**config.mk**
```make
export PLATFORM = sky130hd
export DESIGN_NAME = dfi_lat_ctl_flat
export DESIGN_NICKNAME = d
export VERILOG_FILES = /design/src/rtl/dfi_lat_pkg.sv /design/src/rtl/dfi_lat_ctl_if.sv /design/src/rtl/dfi_delay_line.sv /design/src/rtl/dfi_lat_ctl.sv /design/src/flat_wrapper.sv
export SDC_FILE = /design/constraint.sdc
export NUM_CORES = 1
export LEC_CHECK = 0
export CAP_MARGIN = 20
export CORE_MARGIN = 2
export CORE_UTILIZATION = 45
export DETAILED_ROUTE_END_ITERATION = 8
export PLACE_DENSITY = 0.64
export SLEW_MARGIN = 25
export SYNTH_ARGS = -nofsm -noshare
export SYNTH_HDL_FRONTEND = slang
export SYNTH_SLANG_ARGS = --single-unit
```
**constraint.sdc**
```tcl
create_clock -name sys_clk -period 4.5 [get_ports sys_clk]
set_input_delay 0.9 -clock sys_clk [delete_from_list [all_inputs] [get_ports sys_clk]]
set_output_delay 0.9 -clock sys_clk [all_outputs]
set_load 0.02 [all_outputs]
```
**src/rtl/dfi_lat_pkg.sv**
```systemverilog
// Shared types and helpers for the DFI latency controller.
// Holds the calibration state encoding and the latency clamp used on rdlat/wrlat.
package dfi_lat_pkg;

    localparam int unsigned MIN_LAT = 2;

    typedef enum logic [2:0] {
        CAL_IDLE,
        CAL_ISSUE,
        CAL_WAIT,
        CAL_DONE,
        CAL_FAIL
    } cal_state_e;

    function automatic int unsigned clamp_lat(input int unsigned lat, input int unsigned max_lat);
        if (lat < MIN_LAT) return MIN_LAT;
        if (lat > max_lat) return max_lat;
        return lat;
    endfunction

endpackage

```
**src/rtl/dfi_lat_ctl_if.sv**
```systemverilog
// Bundle of DFI strobes, PHY pad controls and calibration signals of dfi_lat_ctl.
// Slave modport is the controller; master modport is whatever drives the DFI side.
interface dfi_lat_ctl_if
    import dfi_lat_pkg::*;
#(
    parameter int NPHASES = 2,
    parameter int MAX_LAT = 15,
    parameter int LATW    = $clog2(MAX_LAT + 2)
) ();

    // Handshake: every strobe here is a single-cycle qualifier sampled on the
    // rising sys_clk edge; there is no ready/back-pressure in either direction.
    logic [LATW-1:0]    rdlat;
    logic [LATW-1:0]    wrlat;
    logic [NPHASES-1:0] dfi_rddata_en;
    logic [NPHASES-1:0] dfi_wrdata_en;
    logic [NPHASES-1:0] dfi_rddata_valid;
    logic               rd_capture_en;
    logic               dq_oe;
    logic               dqs_oe;
    logic               dqs_pre;
    logic               cal_start;
    logic               cal_match;
    logic               cal_rd_req;
    logic               cal_done;
    logic               cal_fail;
    logic [LATW-1:0]    cal_rdlat;
    cal_state_e         cal_state;

    modport slave (
        input  rdlat, wrlat, dfi_rddata_en, dfi_wrdata_en, cal_start, cal_match,
        output dfi_rddata_valid, rd_capture_en, dq_oe, dqs_oe, dqs_pre,
               cal_rd_req, cal_done, cal_fail, cal_rdlat, cal_state
    );

    modport master (
        output rdlat, wrlat, dfi_rddata_en, dfi_wrdata_en, cal_start, cal_match,
        input  dfi_rddata_valid, rd_capture_en, dq_oe, dqs_oe, dqs_pre,
               cal_rd_req, cal_done, cal_fail, cal_rdlat, cal_state
    );

endinterface

```
**src/rtl/dfi_delay_line.sv**
```systemverilog
// Shift register exposing every tap; taps[k] is the input as it was k cycles ago.
// taps[0] is the live input, so a register fed from taps[k-1] lands on cycle k.
module dfi_delay_line #(
    parameter int W     = 2,
    parameter int DEPTH = 17
) (
    input  logic         clk,
    input  logic         rst,
    input  logic [W-1:0] din,
    output logic [W-1:0] taps [DEPTH],
    output logic         busy
);

    logic [W-1:0] stage_q [DEPTH-1];
    logic [W-1:0] stage_d [DEPTH-1];

    always_comb begin
        stage_d[0] = din;
        for (int i = 1; i < DEPTH - 1; i++) stage_d[i] = stage_q[i-1];
    end

    always_ff @(posedge clk) begin
        if (rst) begin
            for (int i = 0; i < DEPTH - 1; i++) stage_q[i] <= '0;
        end else begin
            for (int i = 0; i < DEPTH - 1; i++) stage_q[i] <= stage_d[i];
        end
    end

    always_comb begin
        taps[0] = din;
        busy    = 1'b0;
        for (int i = 0; i < DEPTH - 1; i++) begin
            taps[i+1] = stage_q[i];
            busy      = busy | (|stage_q[i]);
        end
    end

endmodule

```
**src/rtl/dfi_lat_ctl.sv**
```systemverilog
// DFI read/write latency controller: delays per-phase enables into PHY strobes.
// Read-latency calibration FSM is built only when DFI_LAT_CAL_EN is defined.
module dfi_lat_ctl
    import dfi_lat_pkg::*;
#(
    parameter int NPHASES = 2,
    parameter int MAX_LAT = 15,
    parameter int LATW    = $clog2(MAX_LAT + 2)
) (
    input  logic           sys_clk,
    input  logic           sys_rst,
    dfi_lat_ctl_if.slave   bus
);

    localparam int DEPTH = MAX_LAT + 2;
    localparam logic [LATW-1:0] MAX_LAT_L = LATW'(MAX_LAT);

    logic [NPHASES-1:0] rd_taps [DEPTH];
    logic [NPHASES-1:0] wr_taps [DEPTH];
    logic               rd_busy, wr_busy;

    dfi_delay_line #(.W(NPHASES), .DEPTH(DEPTH)) u_rd_line (
        .clk(sys_clk), .rst(sys_rst), .din(bus.dfi_rddata_en), .taps(rd_taps), .busy(rd_busy)
    );

    dfi_delay_line #(.W(NPHASES), .DEPTH(DEPTH)) u_wr_line (
        .clk(sys_clk), .rst(sys_rst), .din(bus.dfi_wrdata_en), .taps(wr_taps), .busy(wr_busy)
    );

    cal_state_e      cal_state;
    logic            cal_valid, cal_rd_req, cal_done, cal_fail, cal_busy_nxt;
    logic [LATW-1:0] cal_rdlat;

`ifdef DFI_LAT_CAL_EN
    cal_state_e      state_q;
    logic [LATW-1:0] cnt_q, cal_rdlat_q;
    logic            cal_valid_q, rd_req_q, done_q, fail_q;

    // cnt_q holds k, the index of the current WAIT cycle (first WAIT cycle is k=1).
    always_ff @(posedge sys_clk) begin
        if (sys_rst) begin
            state_q     <= CAL_IDLE;
            cnt_q       <= '0;
            cal_rdlat_q <= '0;
            cal_valid_q <= 1'b0;
            rd_req_q    <= 1'b0;
            done_q      <= 1'b0;
            fail_q      <= 1'b0;
        end else begin
            rd_req_q <= 1'b0;
            case (state_q)
                CAL_IDLE, CAL_DONE, CAL_FAIL: begin
                    if (bus.cal_start) begin
                        state_q     <= CAL_ISSUE;
                        rd_req_q    <= 1'b1;
                        done_q      <= 1'b0;
                        fail_q      <= 1'b0;
                        cal_valid_q <= 1'b0;
                    end
                end
                CAL_ISSUE: begin
                    cnt_q   <= LATW'(1);
                    state_q <= CAL_WAIT;
                end
                CAL_WAIT: begin
                    if (bus.cal_match) begin
                        cal_rdlat_q <= cnt_q;
                        cal_valid_q <= 1'b1;
                        done_q      <= 1'b1;
                        state_q     <= CAL_DONE;
                    end else if (cnt_q == MAX_LAT_L) begin
                        done_q  <= 1'b1;
                        fail_q  <= 1'b1;
                        state_q <= CAL_FAIL;
                    end else begin
                        cnt_q <= cnt_q + LATW'(1);
                    end
                end
                default: state_q <= CAL_IDLE;
            endcase
        end
    end

    // Predicts ISSUE/WAIT for the next cycle so the registered valid is masked on time.
    always_comb begin
        case (state_q)
            CAL_ISSUE: cal_busy_nxt = 1'b1;
            CAL_WAIT:  cal_busy_nxt = !bus.cal_match && (cnt_q != MAX_LAT_L);
            default:   cal_busy_nxt = bus.cal_start;
        endcase
    end

    assign cal_state  = state_q;
    assign cal_valid  = cal_valid_q;
    assign cal_rdlat  = cal_rdlat_q;
    assign cal_rd_req = rd_req_q;
    assign cal_done   = done_q;
    assign cal_fail   = fail_q;
`else
    logic cal_unused;
    assign cal_unused   = bus.cal_start ^ bus.cal_match;
    assign cal_state    = CAL_IDLE;
    assign cal_valid    = 1'b0;
    assign cal_rdlat    = '0;
    assign cal_rd_req   = 1'b0;
    assign cal_done     = 1'b0;
    assign cal_fail     = 1'b0;
    assign cal_busy_nxt = 1'b0;
`endif

    logic [LATW-1:0]    rl_q, rl_d, wl_q, wl_d;
    logic               lat_idle;
    logic [NPHASES-1:0] rd_valid_q, rd_valid_d;
    logic               cap_q, cap_d, dq_oe_q, dq_oe_d, dqs_oe_q, dqs_oe_d, dqs_pre_q, dqs_pre_d;
    logic               wr_pre, wr_dat, wr_post;

    // Latencies only move when nothing is in flight, so a burst keeps its timing.
    always_comb begin
        lat_idle = !rd_busy && !wr_busy && !(|bus.dfi_rddata_en) && !(|bus.dfi_wrdata_en);
        rl_d     = rl_q;
        wl_d     = wl_q;
        if (lat_idle) begin
            rl_d = LATW'(clamp_lat(32'(cal_valid ? cal_rdlat : bus.rdlat), MAX_LAT));
            wl_d = LATW'(clamp_lat(32'(bus.wrlat), MAX_LAT));
        end
    end

    // Each output registers tap (lat-1), which places it exactly lat cycles after the input.
    always_comb begin
        rd_valid_d = cal_busy_nxt ? '0 : rd_taps[rl_q - LATW'(1)];
        cap_d      = |rd_taps[rl_q - LATW'(2)];
        wr_pre     = |wr_taps[wl_q - LATW'(2)];
        wr_dat     = |wr_taps[wl_q - LATW'(1)];
        wr_post    = |wr_taps[wl_q];
        dq_oe_d    = wr_dat;
        dqs_oe_d   = wr_pre | wr_dat | wr_post;
        dqs_pre_d  = wr_pre & ~wr_dat & ~wr_post;
    end

    always_ff @(posedge sys_clk) begin
        if (sys_rst) begin
            rl_q       <= LATW'(clamp_lat(32'(bus.rdlat), MAX_LAT));
            wl_q       <= LATW'(clamp_lat(32'(bus.wrlat), MAX_LAT));
            rd_valid_q <= '0;
            cap_q      <= 1'b0;
            dq_oe_q    <= 1'b0;
            dqs_oe_q   <= 1'b0;
            dqs_pre_q  <= 1'b0;
        end else begin
            rl_q       <= rl_d;
            wl_q       <= wl_d;
            rd_valid_q <= rd_valid_d;
            cap_q      <= cap_d;
            dq_oe_q    <= dq_oe_d;
            dqs_oe_q   <= dqs_oe_d;
            dqs_pre_q  <= dqs_pre_d;
        end
    end

    assign bus.dfi_rddata_valid = rd_valid_q;
    assign bus.rd_capture_en    = cap_q;
    assign bus.dq_oe            = dq_oe_q;
    assign bus.dqs_oe           = dqs_oe_q;
    assign bus.dqs_pre          = dqs_pre_q;
    assign bus.cal_rd_req       = cal_rd_req;
    assign bus.cal_done         = cal_done;
    assign bus.cal_fail         = cal_fail;
    assign bus.cal_rdlat        = cal_rdlat;
    assign bus.cal_state        = cal_state;

endmodule

```
**src/flat_wrapper.sv**
```systemverilog
// flat-port wrapper written by rule: the top's interface ports become plain ports
module dfi_lat_ctl_flat import dfi_lat_pkg::*;
#(
    parameter int NPHASES = 2,
    parameter int MAX_LAT = 15,
    parameter int LATW    = $clog2(MAX_LAT + 2)
)
  (sys_clk, sys_rst, bus_rdlat, bus_wrlat, bus_dfi_rddata_en, bus_dfi_wrdata_en, bus_cal_start, bus_cal_match, bus_dfi_rddata_valid, bus_rd_capture_en, bus_dq_oe, bus_dqs_oe, bus_dqs_pre, bus_cal_rd_req, bus_cal_done, bus_cal_fail, bus_cal_rdlat, bus_cal_state);
  dfi_lat_ctl_if #(.NPHASES(NPHASES), .MAX_LAT(MAX_LAT), .LATW(LATW)) bus_i ();
  input  logic sys_clk;
  input  logic sys_rst;
  input wire logic [$bits(bus_i.rdlat)-1:0] bus_rdlat;
  input wire logic [$bits(bus_i.wrlat)-1:0] bus_wrlat;
  input wire logic [$bits(bus_i.dfi_rddata_en)-1:0] bus_dfi_rddata_en;
  input wire logic [$bits(bus_i.dfi_wrdata_en)-1:0] bus_dfi_wrdata_en;
  input wire logic [$bits(bus_i.cal_start)-1:0] bus_cal_start;
  input wire logic [$bits(bus_i.cal_match)-1:0] bus_cal_match;
  output wire logic [$bits(bus_i.dfi_rddata_valid)-1:0] bus_dfi_rddata_valid;
  output wire logic [$bits(bus_i.rd_capture_en)-1:0] bus_rd_capture_en;
  output wire logic [$bits(bus_i.dq_oe)-1:0] bus_dq_oe;
  output wire logic [$bits(bus_i.dqs_oe)-1:0] bus_dqs_oe;
  output wire logic [$bits(bus_i.dqs_pre)-1:0] bus_dqs_pre;
  output wire logic [$bits(bus_i.cal_rd_req)-1:0] bus_cal_rd_req;
  output wire logic [$bits(bus_i.cal_done)-1:0] bus_cal_done;
  output wire logic [$bits(bus_i.cal_fail)-1:0] bus_cal_fail;
  output wire logic [$bits(bus_i.cal_rdlat)-1:0] bus_cal_rdlat;
  output wire logic [$bits(bus_i.cal_state)-1:0] bus_cal_state;
  assign bus_i.rdlat = bus_rdlat;
  assign bus_i.wrlat = bus_wrlat;
  assign bus_i.dfi_rddata_en = bus_dfi_rddata_en;
  assign bus_i.dfi_wrdata_en = bus_dfi_wrdata_en;
  assign bus_i.cal_start = bus_cal_start;
  assign bus_i.cal_match = bus_cal_match;
  assign bus_dfi_rddata_valid = bus_i.dfi_rddata_valid;
  assign bus_rd_capture_en = bus_i.rd_capture_en;
  assign bus_dq_oe = bus_i.dq_oe;
  assign bus_dqs_oe = bus_i.dqs_oe;
  assign bus_dqs_pre = bus_i.dqs_pre;
  assign bus_cal_rd_req = bus_i.cal_rd_req;
  assign bus_cal_done = bus_i.cal_done;
  assign bus_cal_fail = bus_i.cal_fail;
  assign bus_cal_rdlat = bus_i.cal_rdlat;
  assign bus_cal_state = bus_i.cal_state;
  dfi_lat_ctl #(.NPHASES(NPHASES), .MAX_LAT(MAX_LAT), .LATW(LATW)) u_core (.sys_clk(sys_clk), .sys_rst(sys_rst), .bus(bus_i));
endmodule
```
== Word level (Yosys, flattened, before mapping) ==
Memories as Yosys holds them, arrays and structs flattened.
Cells that the tools add are included.
Storage, ports and cells
  register bits after elaboration: 16
  bits in writable memories: 64
  input bits: 18
  output and inout bits: 17
  word-level logic and storage cells: 223
  memories kept: 2
Operators by class
  add/sub/neg operators: 4
  magnitude comparators: 9
  muxes and demuxes: 82
  bitwise gates (word level): 73
  reduce and logical (&&, ||, !) cells: 46
Memories
  u_core.u_rd_line.stage_q: depth 16, width 2, read ports 16, clocked after memory_dff 0, wr ports 16, line dfi_delay_line.sv:14  | logic [W-1:0] stage_q [DEPTH-1];
  u_core.u_wr_line.stage_q: depth 16, width 2, read ports 16, clocked after memory_dff 0, wr ports 16, line dfi_delay_line.sv:14
Operator list (count)
  2-bit two-way mux: 44
  2-bit OR reduction: 38
  1-bit OR: 64
  5-bit two-way mux: 12
  2-bit binary-select mux with 5-bit select: 5
  6-bit >= comparator, second input constant: 5
  5-bit inverter with 6-bit output: 5
  1-bit two-way mux: 19
  5-bit by 4-bit greater-than comparator with 1-bit output, second input constant: 2
  5-bit by 2-bit < comparator with 1-bit output, second input constant: 2
  5-bit by 1-bit subtractor with 5-bit output, second input constant: 2
  5-bit by 2-bit subtractor with 5-bit output, second input constant: 2
  4-bit two-way mux: 2
  1-bit zero test: 4
  1-bit logical AND: 3
  1-bit AND: 2
  1-bit inverter: 2
  2-bit nonzero test: 1

== Depth between registers and ports, before layout ==
Gate-level depths: netlist of run 1.
An unclocked memory read counts as a cell.
  depth after elaboration: 28
  gate-level depth with buffers: 10
  gate-level depth less buffers: 7

== Cells and area by module ==
Synthesis of run 1 repeated with hierarchy kept, for this count alone.
Unflattened totals
  cells, all modules: 359
  area total of the unflattened synthesis: 3754.9 um^2
Modules (own cells, without submodules)
  dfi_delay_line: times used 2, cells each 80, area an instance 945.9 um^2, seq. area each 640.6 um^2
  dfi_lat_ctl: times used 1, cells each 199, area an instance 1863.0 um^2, seq. area each 420.4 um^2

== Worst setup path after synthesis of run 1 ==
OpenSTA, ideal clock, no wires.
  path type: input to register
  start point: input bus_dfi_rddata_en[0]
  end point: register u_core.rl_q[0], enable pin
  data arrival time: 2.335 ns
  path slack: 1.771 ns
  cell stages on the path: 5
  path buffers: 0
  cells stage by stage: nor2_1 > nand4_1 > nor4_1 > nand4_1 > o31ai_1
On the way
  longest elaborated chain between the ends: 5
RTL lines
  from (decl): line flat_wrapper.sv:14  | input wire logic [$bits(bus_i.dfi_rddata_en)-1:0] bus_dfi_rddata_en;
  2-bit OR reduction: line dfi_lat_ctl.sv:119  | lat_idle = !rd_busy && !wr_busy && !(|bus.dfi_rddata_en) && !(|bus.dfi_wrdata_en);
  1-bit zero test: line dfi_lat_ctl.sv:119
  1-bit logical AND (2 in series): line dfi_lat_ctl.sv:119
  2-bit nonzero test (no line)
  to (signal assigned): line dfi_lat_ctl.sv:142  | rl_q <= LATW'(clamp_lat(32'(bus.rdlat), MAX_LAT));
  to (signal assigned): line dfi_lat_ctl.sv:150  | rl_q <= rl_d;
  to (decl): line dfi_lat_ctl.sv:111  | logic [LATW-1:0] rl_q, rl_d, wl_q, wl_d;
Every way passes these cells.
A chain may end at the register's enable or synchronous reset.

== Worst setup path after layout of run 1 ==
  start point: register u_core.rl_q[0]
  end point: register u_core.rd_valid_q[1], in the netlist u_core.bus.dfi_rddata_valid[1]
On the way
  longest elaborated chain between the ends: 5
RTL lines
  5-bit by 1-bit subtractor with 5-bit output: line dfi_lat_ctl.sv:130  | rd_valid_d = cal_busy_nxt ? '0 : rd_taps[rl_q - LATW'(1)];
  5-bit inverter with 6-bit output (not written as such): line dfi_lat_ctl.sv:130
  2-bit binary-select mux with 5-bit select: line dfi_lat_ctl.sv:130
  2-bit two-way mux (not written as such) (2 in series): line dfi_lat_ctl.sv:130
  to (signal assigned): line dfi_lat_ctl.sv:152  | rd_valid_q <= rd_valid_d;
  to (decl): line dfi_lat_ctl.sv:113  | logic [NPHASES-1:0] rd_valid_q, rd_valid_d;
Every way passes these cells. The select of a mux whose other input is x is not followed.

==> flow_metrics.env, run 1 <==
export IMPL_register_area_um2=1702
export IMPL_crit_buf_inv=1
export IMPL_clock_latency_ns=0.34
export IMPL_layout_nets=398
export IMPL_htree_levels=3
export IMPL_synth_cell_types=55
export IMPL_ioPinCount=35
export IMPL_holdBufCountCts=0
export IMPL_ant_nets=0
export IMPL_wl_per_cell_um=15.22
export IMPL_crit_path_frequent_cell="mux2i_1"
export IMPL_area_growth_pct=11.60
export IMPL_cp_top_family="multiplexers"
export IMPL_grt_pass1_wl_um=12320
export IMPL_cts_setup_buffers=0
export IMPL_outcome="completed"
export IMPL_multi_input_area_um2=1892
export IMPL_worstRegToRegCells=7
export IMPL_design_die_area_um2=9091
export IMPL_finalClockSkew_ns=0.007384
export IMPL_crit_path_max_incr_delay_ns=0.82
export IMPL_start_kind="flop"
export IMPL_async_reset_ff_share_pct=0
export IMPL_cp_arrival_ns=3.17
export IMPL_antenna_found_initial=0
export IMPL_track_usage_pct=17.66
export IMPL_die_width_um=95.35
export IMPL_p_leak_nw=1.523
export IMPL_drive_gt1_share_pct=12.40
export IMPL_dp_hpwl_um=5329
export IMPL_reg2reg_slack_ns=1.54
export IMPL_worstSetupPathDepth=7
export IMPL_maxCapViolations=0
export IMPL_clockRootBuffer="clkbuf_8"
export IMPL_crit_chain="inv_1 -> ha_1 -> mux4_2 -> mux2i_1 -> mux2i_1 -> a22oi_1 -> nor2_1"
export IMPL_rsz0062_at_grt="no"
export IMPL_startpoint="u_core.rl_q[0]$_SDFFCE_PN0P_"
export IMPL_clkSlewWorstSetupHoldPaths_ns=0.07
export IMPL_cp_required_ns=4.70
export IMPL_grt_ovfl_total=0
export IMPL_report_final_slew_viol_count=0
export IMPL_place_gp_congestion=0.8747
export IMPL_cp_end_kind="flop"
export IMPL_r2r_start="u_core.rl_q[0]$_SDFFCE_PN0P_"
export IMPL_ys_seq_area_share_pct=45.32
export IMPL_cts_buffers=9
export IMPL_tightest_slew_ns=0.7348
export IMPL_avgSynthCellArea_um2=10.55
export IMPL_ir_drop_mv=0.1277
export IMPL_drc=0
export IMPL_timing_setup_tns_ns=0
export IMPL_routed_wl_um=7365
export IMPL_synth_area_um2=3755
export IMPL_core_area_um2=8134
export IMPL_critical_path_slowest_cell="edfxtp_1"
export IMPL_cts_tree="done"
export IMPL_crit_end="u_core.bus.dfi_rddata_valid[1]$_SDFF_PP0_"
export IMPL_period_share_pct=65.82
export IMPL_cp_max_fo=18
export IMPL_hold_depth=1
export IMPL_synth_flop_cell="dfxtp_1"
export IMPL_critical_path_class="reg -> reg"
export IMPL_period_needed_ns=2.962
export IMPL_diodes=0
export IMPL_cts_sinks=80
export IMPL_synthCells=356
export IMPL_grt_max_degree=70
export IMPL_slew_headroom_pct=50.66
export IMPL_die_h_um=95.35
export IMPL_dr_first_iter_drc_count=180
export IMPL_port_buffers=21
export IMPL_report_final_hold_viol_count=0
export IMPL_hold_class="reg -> reg"
export IMPL_post_cts_resized=0
export IMPL_fillers=729
export IMPL_grt_pass1_vias=2488
export IMPL_ys_ff_latch=80
export IMPL_viasPerCell=5.508
export IMPL_dp_worst_setup_slack_ns=1.540
export IMPL_vias=2666
export IMPL_timing_final_ws_setup_ns=1.538
export IMPL_floorplan_rows=33
export IMPL_r2r_end="u_core.bus.dfi_rddata_valid[1]$_SDFF_PP0_"
export IMPL_yosysWarnings=0
export IMPL_fmax_ghz=0.3376
export IMPL_first_pass_iters=4
export IMPL_initial_core_util_pct=46.16
export IMPL_synth_edf_count=10
export IMPL_p_per_area_nw_per_um2=339.2
export IMPL_clock_path_buffers=2
export IMPL_setup_violations=0
==> kinds of logic after synthesis <==
logic type / count (synthesis) / share of synthesized area, %
and+or+nand+nor: 156 / 23.93
AOI/OAI and AO/OA: 41 / 7.698
other: 1 / 0.09987
buffers and inverters: 37 / 5.498
muxes: 26 / 13.16
adders and majority gates: 6 / 1.999
DFF: 80 / 45.32
xor gates and xnor gates: 9 / 2.299
==> registers in the layout, indices dropped and copies added (netlist names) <==
| name | count |
|---|---|
| u_core.u_rd_line.stage_q | 32 |
| u_core.u_wr_line.stage_q | 32 |
| u_core.rl_q | 5 |
| u_core.wl_q | 5 |
| u_core.bus.dfi_rddata_valid | 2 |
| u_core.bus.dq_oe | 1 |
| u_core.bus.dqs_oe | 1 |
| u_core.bus.dqs_pre | 1 |
| u_core.bus.rd_capture_en | 1 |
==> cell usage after synthesis, types with 2 or more instances <==
| cell type | number | area (um^2) |
|---|---|---|
| nor2_1 | 34 | 127.6 |
| nand4_1 | 7 | 43.79 |
| or3_1 | 2 | 12.51 |
| or2_2 | 4 | 25.02 |
| edfxtp_1 | 10 | 300.3 |
| clkbuf_1 | 10 | 37.54 |
| a21boi_0 | 2 | 15.01 |
| buf_6 | 2 | 22.52 |
| ha_1 | 6 | 75.07 |
| mux4_1 | 2 | 52.55 |
| xor2_1 | 2 | 17.52 |
| mux4_2 | 16 | 360.4 |
| mux2i_1 | 7 | 70.07 |
| o31ai_1 | 3 | 22.52 |
| inv_1 | 6 | 22.52 |
| nor3b_1 | 5 | 37.54 |
| xnor2_1 | 6 | 52.55 |
| a22oi_1 | 2 | 15.01 |
| nand3_1 | 6 | 30.03 |
| buf_2 | 5 | 25.02 |
| nand2b_1 | 6 | 37.54 |
| a21oi_1 | 10 | 50.05 |
| nor2b_1 | 64 | 400.4 |
| nor3_1 | 10 | 50.05 |
| o21ai_0 | 6 | 30.03 |
| and4_1 | 3 | 26.28 |
| nor4_1 | 7 | 43.79 |
| o22ai_1 | 2 | 12.51 |
| dfxtp_1 | 70 | 1401 |
| inv_2 | 2 | 7.510 |
| buf_4 | 11 | 82.58 |
| a31oi_1 | 5 | 31.28 |
==> layout make-up <==
cell class	count	share of cell area [%]
clock inverter	5	1.314
clock buffer	11	3.613
multi-input combinational	251	45.15
timing repair buffer	23	5.255
tap	105	3.135
inverter	9	0.9256
sequential	80	40.61
==> power by group <==
part | internal [mW] | total, mW | switching, mW
logic | 0.0627 | 0.135 | 0.0726
clock network | 0.285 | 0.532 | 0.248
registers | 0.735 | 0.754 | 0.0187
==> through the flow <==
stage	util, %	instance area [um^2]	total power, mW	hold slack (ns)	cells
floorplan	-	3800	0.8720	0.4388	368
global placement	48.98	3984	0.9026	0.4425	468
detailed placement	48.98	3984	0.9051	0.4507	468
CTS	51.52	4190	1.435	0.4661	484
global route	51.52	4190	1.480	0.4743	484
finish	51.52	4190	1.422	0.4634	484
==> layer usage <==
metal,up-vias,share of wire (%),GRT usage [%]
li1,1280,-,-
met1,1272,49,24.68
met2,93,43,26.64
met3,21,5.2,2.846
met4,0,2.5,8.575
met5,-,0,0
==> worst min-delay path by stage <==
| stage | startpoint | to | slack, ns |
|---|---|---|---|
| after global placement | u_core.u_wr_line.stage_q[1][3]$_SDFF_PP0_ | u_core.u_wr_line.stage_q[1][5]$_SDFF_PP0_ | 0.44 |
| after CTS | u_core.u_wr_line.stage_q[1][0]$_SDFF_PP0_ | u_core.u_wr_line.stage_q[1][2]$_SDFF_PP0_ | 0.47 |
| after global routing | u_core.u_wr_line.stage_q[1][2]$_SDFF_PP0_ | u_core.u_wr_line.stage_q[1][4]$_SDFF_PP0_ | 0.47 |
| after floorplan | u_core.u_wr_line.stage_q[0][8]$_SDFF_PP0_ | u_core.u_wr_line.stage_q[0][10]$_SDFF_PP0_ | 0.44 |
| final | u_core.u_wr_line.stage_q[0][14]$_SDFF_PP0_ | u_core.u_wr_line.stage_q[1][0]$_SDFF_PP0_ | 0.46 |
| after detailed placement | u_core.u_wr_line.stage_q[0][14]$_SDFF_PP0_ | u_core.u_wr_line.stage_q[1][0]$_SDFF_PP0_ | 0.45 |
==> cells in the final DEF, fill, tap and decap left out, types with 2 or more instances in the layout <==
cell type,n
a21boi_0,2
a21oi_1,10
a22oi_1,2
a31oi_1,5
and4_1,3
buf_4,2
clkbuf_8,11
clkdlybuf4s50_1,20
clkinv_2,2
clkinvlp_4,2
conb_1,13
dfxtp_1,70
edfxtp_1,10
ha_1,6
inv_1,6
inv_2,2
mux2i_1,7
mux4_1,2
mux4_2,16
nand2b_1,6
nand3_1,6
nand4_1,7
nor2_1,34
nor2b_1,64
nor3_1,10
nor3b_1,5
nor4_1,7
o21ai_0,6
o22ai_1,2
o31ai_1,3
or2_2,4
or3_1,2
xnor2_1,6
xor2_1,2
(Power assumes the default switching activity.)
==> inputs of run 2 (changes only) <==
--- a/config.mk
+++ b/config.mk
@@ -9,7 +9,7 @@
 export CORE_MARGIN = 2
 export CORE_UTILIZATION = 45
 export DETAILED_ROUTE_END_ITERATION = 8
-export PLACE_DENSITY = 0.64
+export PLACE_DENSITY = 0.67
 export SLEW_MARGIN = 25
 export SYNTH_ARGS = -nofsm -noshare
 export SYNTH_HDL_FRONTEND = slang
==> constraint.sdc (replaced) <==
create_clock -name sys_clk -period 2.5 [get_ports sys_clk]
set_input_delay 0.5 -clock sys_clk [delete_from_list [all_inputs] [get_ports sys_clk]]
set_output_delay 0.5 -clock sys_clk [all_outputs]
set_load 0.02 [all_outputs]
==> flow_metrics.env, run 2 (same netlist as run 1, synthesis figures left out) <==
export IMPL_period_share_pct=93.02
export IMPL_drc=0
export IMPL_fmax_ghz=0.4300
export IMPL_antenna_found_initial=0
export IMPL_stdcell_area_um2=4212
export IMPL_rsz0062_at_grt="no"
export IMPL_tightest_slew_ns=0.7035
export IMPL_hold_class="reg -> reg"
export IMPL_cts_setup_buffers=0
export IMPL_timing_setup_tns_ns=0
export IMPL_clkSlewWorstSetupHoldPaths_ns=0.08
export IMPL_setup_violations=0
export IMPL_floorplan_rows=33
export IMPL_cts_buffers=9
export IMPL_dp_cells=474
export IMPL_period_needed_ns=2.325
export IMPL_dp_hpwl_um=5240
export IMPL_vias=2620
export IMPL_core_area_um2=8134
export IMPL_first_pass_iters=4
export IMPL_track_usage_pct=17.67
export IMPL_wl_met3_um=420
export IMPL_cp_arrival_ns=2.54
export IMPL_outcome="completed"
export IMPL_dr_first_iter_drc_count=167
export IMPL_holdBufCountCts=0
export IMPL_grt_max_degree=70
export IMPL_fillers=720
export IMPL_r2r_start="u_core.rl_q[1]$_SDFFCE_PN1P_"
export IMPL_pwr_share_clk_pct=35.9
export IMPL_cp_max_fo=9
export IMPL_worstRegToRegCells=7
export IMPL_report_final_slew_viol_count=0
export IMPL_layout_cells_non_filler=490
export IMPL_intPower_mw=1.906
export IMPL_start_kind="flop"
export IMPL_reg2reg_slack_ns=0.17
export IMPL_slew_headroom_pct=52.77
export IMPL_wl_per_cell_um=14.85
export IMPL_reg_largest_list="u_core.u_rd_line.stage_q x32, u_core.u_wr_line.stage_q x32"
export IMPL_initial_core_util_pct=46.16
export IMPL_ioPinCount=35
export IMPL_dpl_cell_area_um2=4029
export IMPL_clock_latency_ns=0.35
export IMPL_grt_pass1_wl_um=12290
export IMPL_hold_slack_ns=0.4618
export IMPL_post_cts_resized=0
export IMPL_final_util_pct=51.78
export IMPL_report_final_hold_viol_count=0
export IMPL_diodes=0
export IMPL_layout_nets=404
export IMPL_port_buffers=21
export IMPL_final_common_cell="dfxtp_1"
export IMPL_highest_layer="met4"
export IMPL_routed_wl_um=7277
export IMPL_grt_pass1_vias=2485
export IMPL_p_per_area_nw_per_um2=595.3
export IMPL_wl_met1_um=3571
export IMPL_grt_ovfl_total=0
export IMPL_drive_gt1_share_pct=12.73
export IMPL_ir_drop_mv=0.2327
export IMPL_viasPerCell=5.347
export IMPL_maxCapViolations=0
export IMPL_worstHoldStart="u_core.u_wr_line.stage_q[0][8]$_SDFF_PP0_"
export IMPL_r2r_end="u_core.bus.dfi_rddata_valid[1]$_SDFF_PP0_"
export IMPL_die_h_um=95.35
export IMPL_design_die_area_um2=9091
export IMPL_cts_tree="done"
export IMPL_critical_path_class="reg -> reg"
export IMPL_dp_worst_setup_slack_ns=-0.0007807
export IMPL_p_sw_share_pct=23.97
export IMPL_area_growth_pct=12.16
export IMPL_cts_sinks=80
export IMPL_hold_end="u_core.u_wr_line.stage_q[0][10]$_SDFF_PP0_"
export IMPL_switchingPower_uw=601.0
export IMPL_die_width_um=95.35
export IMPL_ant_nets=0
export IMPL_mostFrequentLayoutCells="dfxtp_1 (70), nor2b_1 (64), nor2_1 (34)"
export IMPL_cp_end_kind="flop"
export IMPL_combinationalPowerShare_pct=10.5
export IMPL_place_gp_congestion=0.8902
export IMPL_timing_final_ws_setup_ns=0.1746
export IMPL_seq_power_share_pct=53.5
export IMPL_hold_depth=1
export IMPL_clock_path_buffers=2
export IMPL_finalClockSkew_ns=0.008958
export IMPL_p_leak_nw=1.541
export IMPL_cp_required_ns=2.71
export IMPL_dr_wl_met2_um=3170
export IMPL_htree_levels=3
export IMPL_clockRootBuffer="clkbuf_8"
export IMPL_finalPower_mw=2.507
## run 2: worst max-delay path by stage
stage	depth (start not counted)	slack [ns]	start	to
2_1_floorplan	5	0.17	bus_dfi_rddata_en[0]	u_core.rl_q[0]$_SDFFCE_PN0P_
3_3_place_gp	7	0.03	bus_dfi_rddata_en[0]	u_core.wl_q[0]$_SDFFCE_PN0P_
3_5_place_dp	7	-0.0008	bus_dfi_rddata_en[0]	u_core.wl_q[4]$_SDFFCE_PN0P_
4_1_cts	7	0.18	u_core.rl_q[1]$_SDFFCE_PN1P_	u_core.bus.dfi_rddata_valid[1]$_SDFF_PP0_
5_1_grt	7	0.02	u_core.rl_q[1]$_SDFFCE_PN1P_	u_core.bus.dfi_rddata_valid[1]$_SDFF_PP0_
6_report	7	0.17	u_core.rl_q[1]$_SDFFCE_PN1P_	u_core.bus.dfi_rddata_valid[1]$_SDFF_PP0_
## run 2: worst max-delay path: stages, from the launching register on
cell and delay, ns:
edfxtp_1 0.35, inv_1 0.11, ha_1 0.60, mux4_2 0.58, mux2i_1 0.19, mux2i_1 0.11
a22oi_1 0.21, nor2_1 0.06
## run 2: area by class of cell
cell class / instances / area (um^2) / share of cell area [%]
flip-flops and latches: 80 / 1702 / 40.40
multi-input cells: 251 / 1892 / 44.92
clock buffers: 13 / 138.9 / 3.298
inverters: 9 / 38.79 / 0.9210
well taps: 105 / 131.4 / 3.119
clock inverters: 3 / 43.79 / 1.040
repair buffers: 29 / 265.3 / 6.298
## run 2: power groups by stage
stage	Sequential [mW]	Clock [mW]	Combinational, mW
6_report	1.34	0.901	0.263
5_1_grt	1.35	0.989	0.288
4_1_cts	1.34	0.915	0.263
3_5_place_dp	1.37	0	0.262
3_3_place_gp	1.37	0	0.258
2_1_floorplan	1.37	0	0.200
## run 2: layer usage
layer / GRT usage (%) / vias up
li1: - / 1292
met1: 25.91 / 1238
met2: 25.35 / 81
met3: 4.427 / 9
met4: 5.918 / 0
met5: 0 / -
==> inputs of run 3 (changes only) <==
--- a/config.mk
+++ b/config.mk
@@ -6,7 +6,6 @@
 export NUM_CORES = 1
 export LEC_CHECK = 0
 export CAP_MARGIN = 20
-export CORE_MARGIN = 2
 export CORE_UTILIZATION = 45
 export DETAILED_ROUTE_END_ITERATION = 8
 export PLACE_DENSITY = 0.67
==> flow_metrics.env, run 3 (same netlist as run 1, synthesis figures left out) <==
export IMPL_period_needed_ns=2.268
export IMPL_p_leak_nw=1.561
export IMPL_clock_latency_ns=0.34
export IMPL_p_per_area_nw_per_um2=610.8
export IMPL_crit_chain="inv_1 -> ha_1 -> mux4_2 -> mux2i_1 -> mux2i_1 -> a22oi_1 -> nor2_1"
export IMPL_register_area_um2=1702
export IMPL_setup_violations=0
export IMPL_intPower_mw=2.003
export IMPL_reg_largest_list="u_core.u_rd_line.stage_q x32, u_core.u_wr_line.stage_q x32"
export IMPL_dp_hpwl_um=5234
export IMPL_area_growth_pct=13.36
export IMPL_grt_pass1_wl_um=11800
export IMPL_cp_top_family="multiplexers"
export IMPL_ir_drop_mv=0.2216
export IMPL_clockRootBuffer="clkbuf_8"
export IMPL_core_area_um2=7888
export IMPL_grt_pass1_vias=2464
export IMPL_critical_path_slowest_cell="ha_1"
export IMPL_track_usage_pct=17.92
export IMPL_cts_tree="done"
export IMPL_port_buffers=21
export IMPL_fmax_ghz=0.4410
export IMPL_clkSlewWorstSetupHoldPaths_ns=0.07
export IMPL_cts_buffers=9
export IMPL_finalClockSkew_ns=0.007616
export IMPL_outcome="completed"
export IMPL_slew_headroom_pct=53.64
export IMPL_cp_max_fo=9
export IMPL_cts_sinks=80
export IMPL_final_util_pct=53.97
export IMPL_dr_first_iter_drc_count=196
export IMPL_crit_buf_inv=1
export IMPL_grt_ovfl_total=0
export IMPL_maxCapViolations=0
export IMPL_rsz0062_at_grt="no"
export IMPL_fillers=700
export IMPL_design_die_area_um2=8713
export IMPL_tightest_slew_ns=0.6905
export IMPL_combinationalPowerShare_pct=10.3
export IMPL_grt_max_degree=54
export IMPL_pwr_share_clk_pct=38.1
export IMPL_report_final_slew_viol_count=0
export IMPL_multi_input_area_um2=1892
export IMPL_place_gp_congestion=0.8810
export IMPL_htree_levels=3
export IMPL_drc=0
export IMPL_initial_core_util_pct=47.60
export IMPL_crit_path_max_incr_delay_ns=0.59
export IMPL_antenna_found_initial=0
export IMPL_die_h_um=93.35
export IMPL_drive_gt1_share_pct=13.21
export IMPL_cts_setup_buffers=0
export IMPL_crit_path_frequent_cell="mux2i_1"
export IMPL_first_pass_iters=4
export IMPL_mostFrequentLayoutCells="dfxtp_1 (70), nor2b_1 (64), nor2_1 (34)"
export IMPL_cp_end_kind="flop"
export IMPL_critical_path_class="reg -> reg"
export IMPL_ant_nets=0
export IMPL_cp_required_ns=2.73
export IMPL_routed_wl_um=7059
export IMPL_die_width_um=93.35
export IMPL_report_final_hold_viol_count=0
export IMPL_final_common_cell="dfxtp_1"
export IMPL_seq_power_share_pct=51.6
export IMPL_post_cts_resized=0
export IMPL_start_kind="flop"
export IMPL_hold_class="reg -> reg"
export IMPL_switchingPower_uw=596.6
export IMPL_period_share_pct=90.70
export IMPL_holdBufCountCts=0
export IMPL_layout_nets=405
export IMPL_vias=2607
export IMPL_timing_setup_tns_ns=0
export IMPL_floorplan_rows=32
export IMPL_viasPerCell=5.342
export IMPL_clock_path_buffers=2
export IMPL_wl_per_cell_um=14.47
export IMPL_p_sw_share_pct=22.95
export IMPL_diodes=0
export IMPL_cp_arrival_ns=2.49
export IMPL_ioPinCount=35
==> run 3: cell types whose count changed in the layout (fill, tap and decap cells not counted) <==
| cell | delta |
|---|---|
| clkbuf_1 | -3 |
| clkinv_1 | +2 |
| clkinvlp_4 | +1 |
| clkinv_2 | -1 |
| bufinv_16 | +1 |
| buf_12 | +1 |
==> run 3: metal layers <==
metal	part of all wire (%)	up-vias	GRT usage (%)
li1	-	1294	-
met1	48	1209	24.78
met2	44	90	26.96
met3	5.9	14	2.846
met4	2.2	0	9.359
met5	0	-	0
==> run 3: final timing paths <==
check / from / end / slack [ns] / depth (start not counted)
worst max register to register: u_core.rl_q[1]$_SDFFCE_PN1P_ / u_core.bus.dfi_rddata_valid[1]$_SDFF_PP0_ / 0.23 / 7
worst min-delay path: u_core.u_wr_line.stage_q[1][6]$_SDFF_PP0_ / u_core.u_wr_line.stage_q[1][8]$_SDFF_PP0_ / 0.46 / 1
worst max-delay path: u_core.rl_q[1]$_SDFFCE_PN1P_ / u_core.bus.dfi_rddata_valid[1]$_SDFF_PP0_ / 0.23 / 7
worst min register to register: u_core.u_wr_line.stage_q[1][6]$_SDFF_PP0_ / u_core.u_wr_line.stage_q[1][8]$_SDFF_PP0_ / 0.46 / 1
==> run 3: layout make-up <==
class                      count  share of cell area, %
clock inverter                 6                  1.969
timing repair buffer          30                  6.702
clock buffer                  10                  2.998
inverter                       9                 0.9112
multi-input combinational    251                  44.44
tap                          102                  2.998
sequential                    80                  39.98
==> run 3: stage by stage <==
step           worst slack [ns]  cells  hold WS, ns  cell area (um^2)  total power [mW]
2_1_floorplan            0.1711    368       0.4388              3800             1.570
3_3_place_gp            0.02518    472       0.4422              4045             1.635
3_5_place_dp            0.07697    472       0.4529              4045             1.638
4_1_cts                  0.2430    488       0.4665              4257             2.625
5_1_grt                 0.08822    488       0.4730              4257             2.704
6_report                 0.2324    488       0.4622              4257             2.600
==> run 3: power groups by stage <==
stage	clock [mW]	sequential (mW)	combinational, mW
2_1_floorplan	0	1.37	0.200
3_3_place_gp	0	1.37	0.263
3_5_place_dp	0	1.37	0.266
4_1_cts	1.02	1.34	0.267
5_1_grt	1.07	1.35	0.292
6_report	0.991	1.34	0.267
